## src/rtl/bounded_down_counter.sv

```systemverilog
// Down counter between registered bounds: counts hi->lo, reloads hi with a terminal-count pulse,
// keeps a saturating wrap count and takes new bounds through a valid/ready handshake.
module bounded_down_counter #(
    parameter int DATA_WIDTH          = 32,
    parameter int DEFAULT_UPPER_BOUND = 15,
    parameter int DEFAULT_LOWER_BOUND = 0,
    parameter int WRAP_WIDTH          = 16
) (
    input  logic                  clk,
    input  logic                  rst,
    input  logic                  en,
    input  logic                  cfg_valid,
    output logic                  cfg_ready,
    input  logic [DATA_WIDTH-1:0] cfg_lower,
    input  logic [DATA_WIDTH-1:0] cfg_upper,
    output logic                  cfg_error,
    output logic [DATA_WIDTH-1:0] out,
    output logic                  tc,
    output logic [WRAP_WIDTH-1:0] wrap_cnt
);

    typedef enum logic [1:0] {
        IDLE = 2'd0,
        RUN  = 2'd1,
        CFG  = 2'd2
    } state_t;

    localparam logic [DATA_WIDTH-1:0] DEF_HI = DATA_WIDTH'(DEFAULT_UPPER_BOUND);
    localparam logic [DATA_WIDTH-1:0] DEF_LO = DATA_WIDTH'(DEFAULT_LOWER_BOUND);

    function automatic logic [WRAP_WIDTH-1:0] sat_inc(input logic [WRAP_WIDTH-1:0] v);
        if (v == {WRAP_WIDTH{1'b1}}) begin
            sat_inc = v;
        end else begin
            sat_inc = v + WRAP_WIDTH'(1'b1);
        end
    endfunction

    state_t                  state_r, state_s;
    logic [DATA_WIDTH-1:0]   lo_r, lo_s, hi_r, hi_s, out_r, out_s;
    logic [WRAP_WIDTH-1:0]   wrap_r, wrap_s;
    logic                    tc_r, tc_s, err_r, err_s;
    logic                    hs_s, accept_s, reject_s, count_s;

    assign cfg_ready = (state_r != CFG);
    assign hs_s      = cfg_valid & cfg_ready;
    assign accept_s  = hs_s & (cfg_lower <= cfg_upper);
    assign reject_s  = hs_s & (cfg_lower > cfg_upper);
    // The CFG cycle is a settle cycle: no counting while new bounds land.
    assign count_s   = en & (state_r != CFG) & ~accept_s;

    assign out       = out_r;
    assign tc        = tc_r;
    assign cfg_error = err_r;
    assign wrap_cnt  = wrap_r;

    // Next-state selection; an accepted config overrides the enable.
    always_comb begin
        state_s = state_r;
        if (accept_s) begin
            state_s = CFG;
        end else begin
            case (state_r)
                IDLE:    state_s = en ? RUN : IDLE;
                RUN:     state_s = en ? RUN : IDLE;
                CFG:     state_s = en ? RUN : IDLE;
                default: state_s = IDLE;
            endcase
        end
    end

    // Datapath next values: config load, decrement, reload-on-wrap.
    always_comb begin
        lo_s   = lo_r;
        hi_s   = hi_r;
        out_s  = out_r;
        wrap_s = wrap_r;
        tc_s   = 1'b0;
        err_s  = 1'b0;
        if (accept_s) begin
            lo_s   = cfg_lower;
            hi_s   = cfg_upper;
            out_s  = cfg_upper;
            wrap_s = {WRAP_WIDTH{1'b0}};
        end else begin
            err_s = reject_s;
            if (count_s) begin
                if (out_r == lo_r) begin
                    out_s  = hi_r;
                    tc_s   = 1'b1;
                    wrap_s = sat_inc(wrap_r);
                end else if ((out_r > lo_r) && (out_r <= hi_r)) begin
                    out_s = out_r - DATA_WIDTH'(1'b1);
                end else begin
                    // Out-of-range count can only come from a fault; recover silently.
                    out_s = hi_r;
                end
            end else begin
                tc_s = 1'b0;
            end
        end
    end

    // State and output registers.
    always_ff @(posedge clk or negedge rst) begin
        if (!rst) begin
            state_r <= IDLE;
            lo_r    <= DEF_LO;
            hi_r    <= DEF_HI;
            out_r   <= DEF_HI;
            wrap_r  <= {WRAP_WIDTH{1'b0}};
            tc_r    <= 1'b0;
            err_r   <= 1'b0;
        end else begin
            state_r <= state_s;
            lo_r    <= lo_s;
            hi_r    <= hi_s;
            out_r   <= out_s;
            wrap_r  <= wrap_s;
            tc_r    <= tc_s;
            err_r   <= err_s;
        end
    end

endmodule

```

## config.mk

```make
export PLATFORM = sky130hd
export DESIGN_NAME = bounded_down_counter
export DESIGN_NICKNAME = d
export VERILOG_FILES = /design/src/rtl/bounded_down_counter.sv
export SDC_FILE = /design/constraint.sdc
export NUM_CORES = 1
export LEC_CHECK = 0
export BUFFER_PORTS_ARGS = -buffer_cell sky130_fd_sc_hd__buf_2
export CAP_MARGIN = 20
export CELL_PAD_IN_SITES_DETAIL_PLACEMENT = 1
export CELL_PAD_IN_SITES_GLOBAL_PLACEMENT = 1
export CORE_MARGIN = 2
export CORE_UTILIZATION = 35
export CTS_BUF_LIST = sky130_fd_sc_hd__clkbuf_8
export DETAILED_ROUTE_END_ITERATION = 8
export GPL_ROUTABILITY_DRIVEN = 0
export PLACE_DENSITY_LB_ADDON = 0.15
export SYNTH_ARGS = -nofsm -noshare
export SYNTH_HDL_FRONTEND = slang
export SYNTH_SLANG_ARGS = --single-unit
```

## constraint.sdc

```tcl
create_clock -name clk -period 3.95 [get_ports clk]
set_input_delay 0.5925 -clock clk [delete_from_list [all_inputs] [get_ports clk]]
set_output_delay 0.5925 -clock clk [all_outputs]
set_load 0.005 [all_outputs]
```

==> metrics.txt <==
status=complete, no violations; Worst R2R Start=out[14]; worst hold path type=input pin to asynchronous set/reset pin; cts hold-fix bufs=0; row count=55; Slew headroom=43.3%; fmax=0.297 GHz; Mapped Avg Cell Area=8.87 µm²; CP Max Fanout=46; PD cells=608 nW/µm²; worst-margin pin slew=0.840 ns; Starting Density=35.5%; critical path data required time=4.31 ns; DR DRC count=0; Yosys warnings=0; ys flop type=dfrtp_1; Setup Buffers After CTS=0; Vias/cell=5.20; final setup vio count=0; number of flops mapped to enable cells by yosys=0; # IOs=119; Buf/Inv on CP=4; CP peak stage delay=0.80 ns; largest net degree at the start of global routing=78; met3 routed WL=816 µm; Reg-to-Reg End=wrap_cnt[11]; R2R setup slack=0.70 ns; DRT iter0 DRCs=284; H-tree Lvls=4; CP Capture Type=flip-flop; Async SR Flop Fraction=100%; via count=6868; GRT Resource Usage Total=20.1%; first-pass GRT wire length=37900 µm; M1 WL=11300 µm; total CTS buffers=17; crit path cell chain=buf_2 > inv_1 > ha_1 > nand4_1 > nor4bb_1 > nand3_1 > nand2_1 > a2bb2oi_1 > nor2b_4 > buf_12 > buf_12 > a21oi_1 > a22oi_1; Num Clock Sinks=116; delay-heaviest family, CP=simple AND/OR/NAND/NOR gates; DPL Wire Length=17700 µm; drt total wl=23400 µm; Worst Skew=0.0109 ns; FF-to-FF path depth=9; port buffer count=118; CTS tree=yes; share of cells above drive strength 1=20.5%; Yosys cell types=61; die footprint=24100 µm²; register area share after synthesis=36.4%; Syn Nets=1069; Core ar.=22600 µm²; Top Metal Used=met4; met2 WL=11200 µm; cts repair resizes=0; Area Growth Syn to Fin=17.8%; initial antenna violation count=0; WS Path Type=input pin to flip-flop; drt wl/cell=17.7 µm; Nets=1189; clk root buf=clkbuf_8; RSZ-0062 raised after global routing=false; 1st-pass router iterations=4; maxcap violations=0; Total Neg Setup Slack=0 ns; Final Core Density=41.8%; crit path DAT=3.73 ns; Peak supply drop=198 µV; Tcrit/Tclk final=85.3%; clock transition at the registers of the reported paths=0.09 ns; synthesized instance count=903; clock latency on the worst-skew pair=0.45 ns; slowest CP cell=nor4bb_1; DP Worst Slack=0.0420 ns; Antenna Violating Nets Remaining=0; cell mode on critical path=buf_12; flops & latches, synth=116; Overflow after GRT=0; Ant. Diodes=0; leakage power total=4.62 nW; startpoint types=input pin; Mapped Area=8010 µm²; chip width=155 µm; Die Y=155 µm; Final Hold Fails=0; number of global-route vias before repair=6910; Max Root-Sink Buffers=2; min Tclk post-route=3.37 ns; fin. max-slew vios=0; Worst Setup Slack, final=0.580 ns
-- state kept, by name (all words and copies together), names as in the netlist --
name	flops
out	32
state_r	2
wrap_cnt	16
tc	1
lo_r	32
cfg_error	1
hi_r	32
-- cells in the final DEF (no fill, tap or decap), types with 3 or more instances in the layout --
cell type | netlist | layout
nor2b_1 | 8 | 7
o21ai_0 | 76 | 76
nor3_1 | 12 | 12
nor2_1 | 61 | 61
mux2i_1 | 6 | 6
a21o_1 | 8 | 8
dfstp_2 | 8 | 8
ha_1 | 98 | 98
and4_1 | 4 | 4
clkinvlp_4 | 0 | 4
and3_1 | 6 | 6
clkinv_4 | 0 | 4
nand3_1 | 19 | 19
buf_2 | 8 | 117
o21ai_1 | 13 | 13
xor2_1 | 30 | 30
buf_12 | 0 | 7
clkbuf_8 | 0 | 17
or3_1 | 6 | 6
a211o_1 | 21 | 20
a211oi_1 | 4 | 4
inv_1 | 103 | 103
buf_4 | 0 | 13
o211ai_1 | 3 | 3
nand2_1 | 103 | 103
xnor2_1 | 5 | 5
a22oi_2 | 19 | 19
a22oi_1 | 9 | 9
a221o_1 | 4 | 4
dfrtp_1 | 108 | 108
nand2b_1 | 3 | 3
o31ai_1 | 3 | 3
a21oi_1 | 60 | 60
bufinv_16 | 0 | 3
a2111oi_0 | 3 | 3
and2_1 | 3 | 3
a221oi_1 | 4 | 4
nor4_1 | 6 | 6
nand4_1 | 23 | 23
-- worst max-delay path by stage --
stage,from,endpoint,cells after the start
finish,cfg_upper[31],out[7],13
global route,out[14],wrap_cnt[5],9
CTS,cfg_upper[31],out[7],13
detailed placement,cfg_upper[31],out[7],13
global placement,cfg_upper[31],hi_r[15],13
floorplan,out[0],out[13],12
-- per-stage QoR --
step | cells | hold WS (ns) | instance area, µm² | power (mW)
after floorplan | 903 | 0.297 | 8010 | 3.65
after global placement | 1288 | 0.488 | 8990 | 4.51
after detailed placement | 1288 | 0.497 | 8990 | 4.56
after CTS | 1320 | 0.166 | 9410 | 5.80
after global routing | 1321 | 0.169 | 9440 | 6.26
final | 1321 | 0.162 | 9440 | 5.73
-- power breakdown --
group	internal (mW)	switching (mW)
combinational	1.17	1.47
clock	0.628	0.577
sequential	1.51	0.373
-- synthesized netlist by cell type (2+ instances only) --
| cell type | count | share of area, % |
|---|---|---|
| nand4_1 | 23 | 1.8 |
| nor4b_2 | 2 | 0.38 |
| o31ai_1 | 3 | 0.28 |
| nor2b_1 | 8 | 0.63 |
| nand2_1 | 103 | 4.8 |
| a21o_1 | 8 | 0.75 |
| clkbuf_1 | 18 | 0.84 |
| nand3_1 | 19 | 1.2 |
| a21oi_1 | 60 | 3.8 |
| and3_1 | 6 | 0.47 |
| ha_1 | 98 | 15 |
| nor3_1 | 12 | 0.75 |
| o211ai_1 | 3 | 0.28 |
| xnor2_1 | 5 | 0.55 |
| a22oi_1 | 9 | 0.84 |
| a22oi_2 | 19 | 3.0 |
| a211oi_1 | 4 | 0.38 |
| xor2_1 | 30 | 3.3 |
| a221oi_1 | 4 | 0.44 |
| and4_1 | 4 | 0.44 |
| o21ai_0 | 76 | 4.7 |
| nor2_1 | 61 | 2.9 |
| a2111oi_0 | 3 | 0.33 |
| dfstp_2 | 8 | 2.6 |
| mux2_1 | 2 | 0.28 |
| inv_1 | 103 | 4.8 |
| nor4_1 | 6 | 0.47 |
| o21ai_1 | 13 | 0.81 |
| buf_6 | 6 | 0.84 |
| dfrtp_1 | 108 | 34 |
| buf_1 | 4 | 0.19 |
| or3_1 | 6 | 0.47 |
| a211o_1 | 21 | 2.3 |
| mux2i_1 | 6 | 0.75 |
| buf_2 | 8 | 0.50 |
| nand2b_1 | 3 | 0.23 |
| or4_1 | 2 | 0.19 |
| and2_1 | 3 | 0.23 |
| a221o_1 | 4 | 0.50 |
-- per-layer routing --
| layer | track usage, % | vias to the layer above |
|---|---|---|
| li1 | - | 3408 |
| met1 | 27.7 | 3360 |
| met4 | 4.54 | 0 |
| met2 | 32.9 | 92 |
| met3 | 3.87 | 8 |
| met5 | 0 | - |
-- area by class of cell --
type	instances	area [µm²]
tap	285	357
clock inverter	15	183
inverter	103	387
fill	2687	13100
sequential	116	2910
multi-input combinational	647	4510
clock buffer	17	234
timing repair buffer	138	851
-- cells by family (layout without fill, tap and decap cells) --
| logic type | count (synthesis) | count (layout) | share of synthesized area [%] |
|---|---|---|---|
| buf+inv | 140 | 273 | 7.39 |
| simple gates | 270 | 270 | 16.7 |
| compound gates | 235 | 235 | 19.2 |
| flops | 116 | 116 | 36.4 |
| fa+ha+maj | 98 | 98 | 15.3 |
| mux | 9 | 9 | 1.17 |
| xor+xnor | 35 | 35 | 3.83 |
-- worst reg2reg max path, cell delays in order, from the launching register on --
cell and delay [ns]:
dfrtp_1 0.53, ha_1 0.40, nand4_1 0.26, nor4_1 0.62
nand3_1 0.17, a31o_2 0.31, nor2_1 0.46, nand4_1 0.18
xor2_1 0.16, nor2_1 0.09
Note: power is estimated with default switching activity, not from simulation.
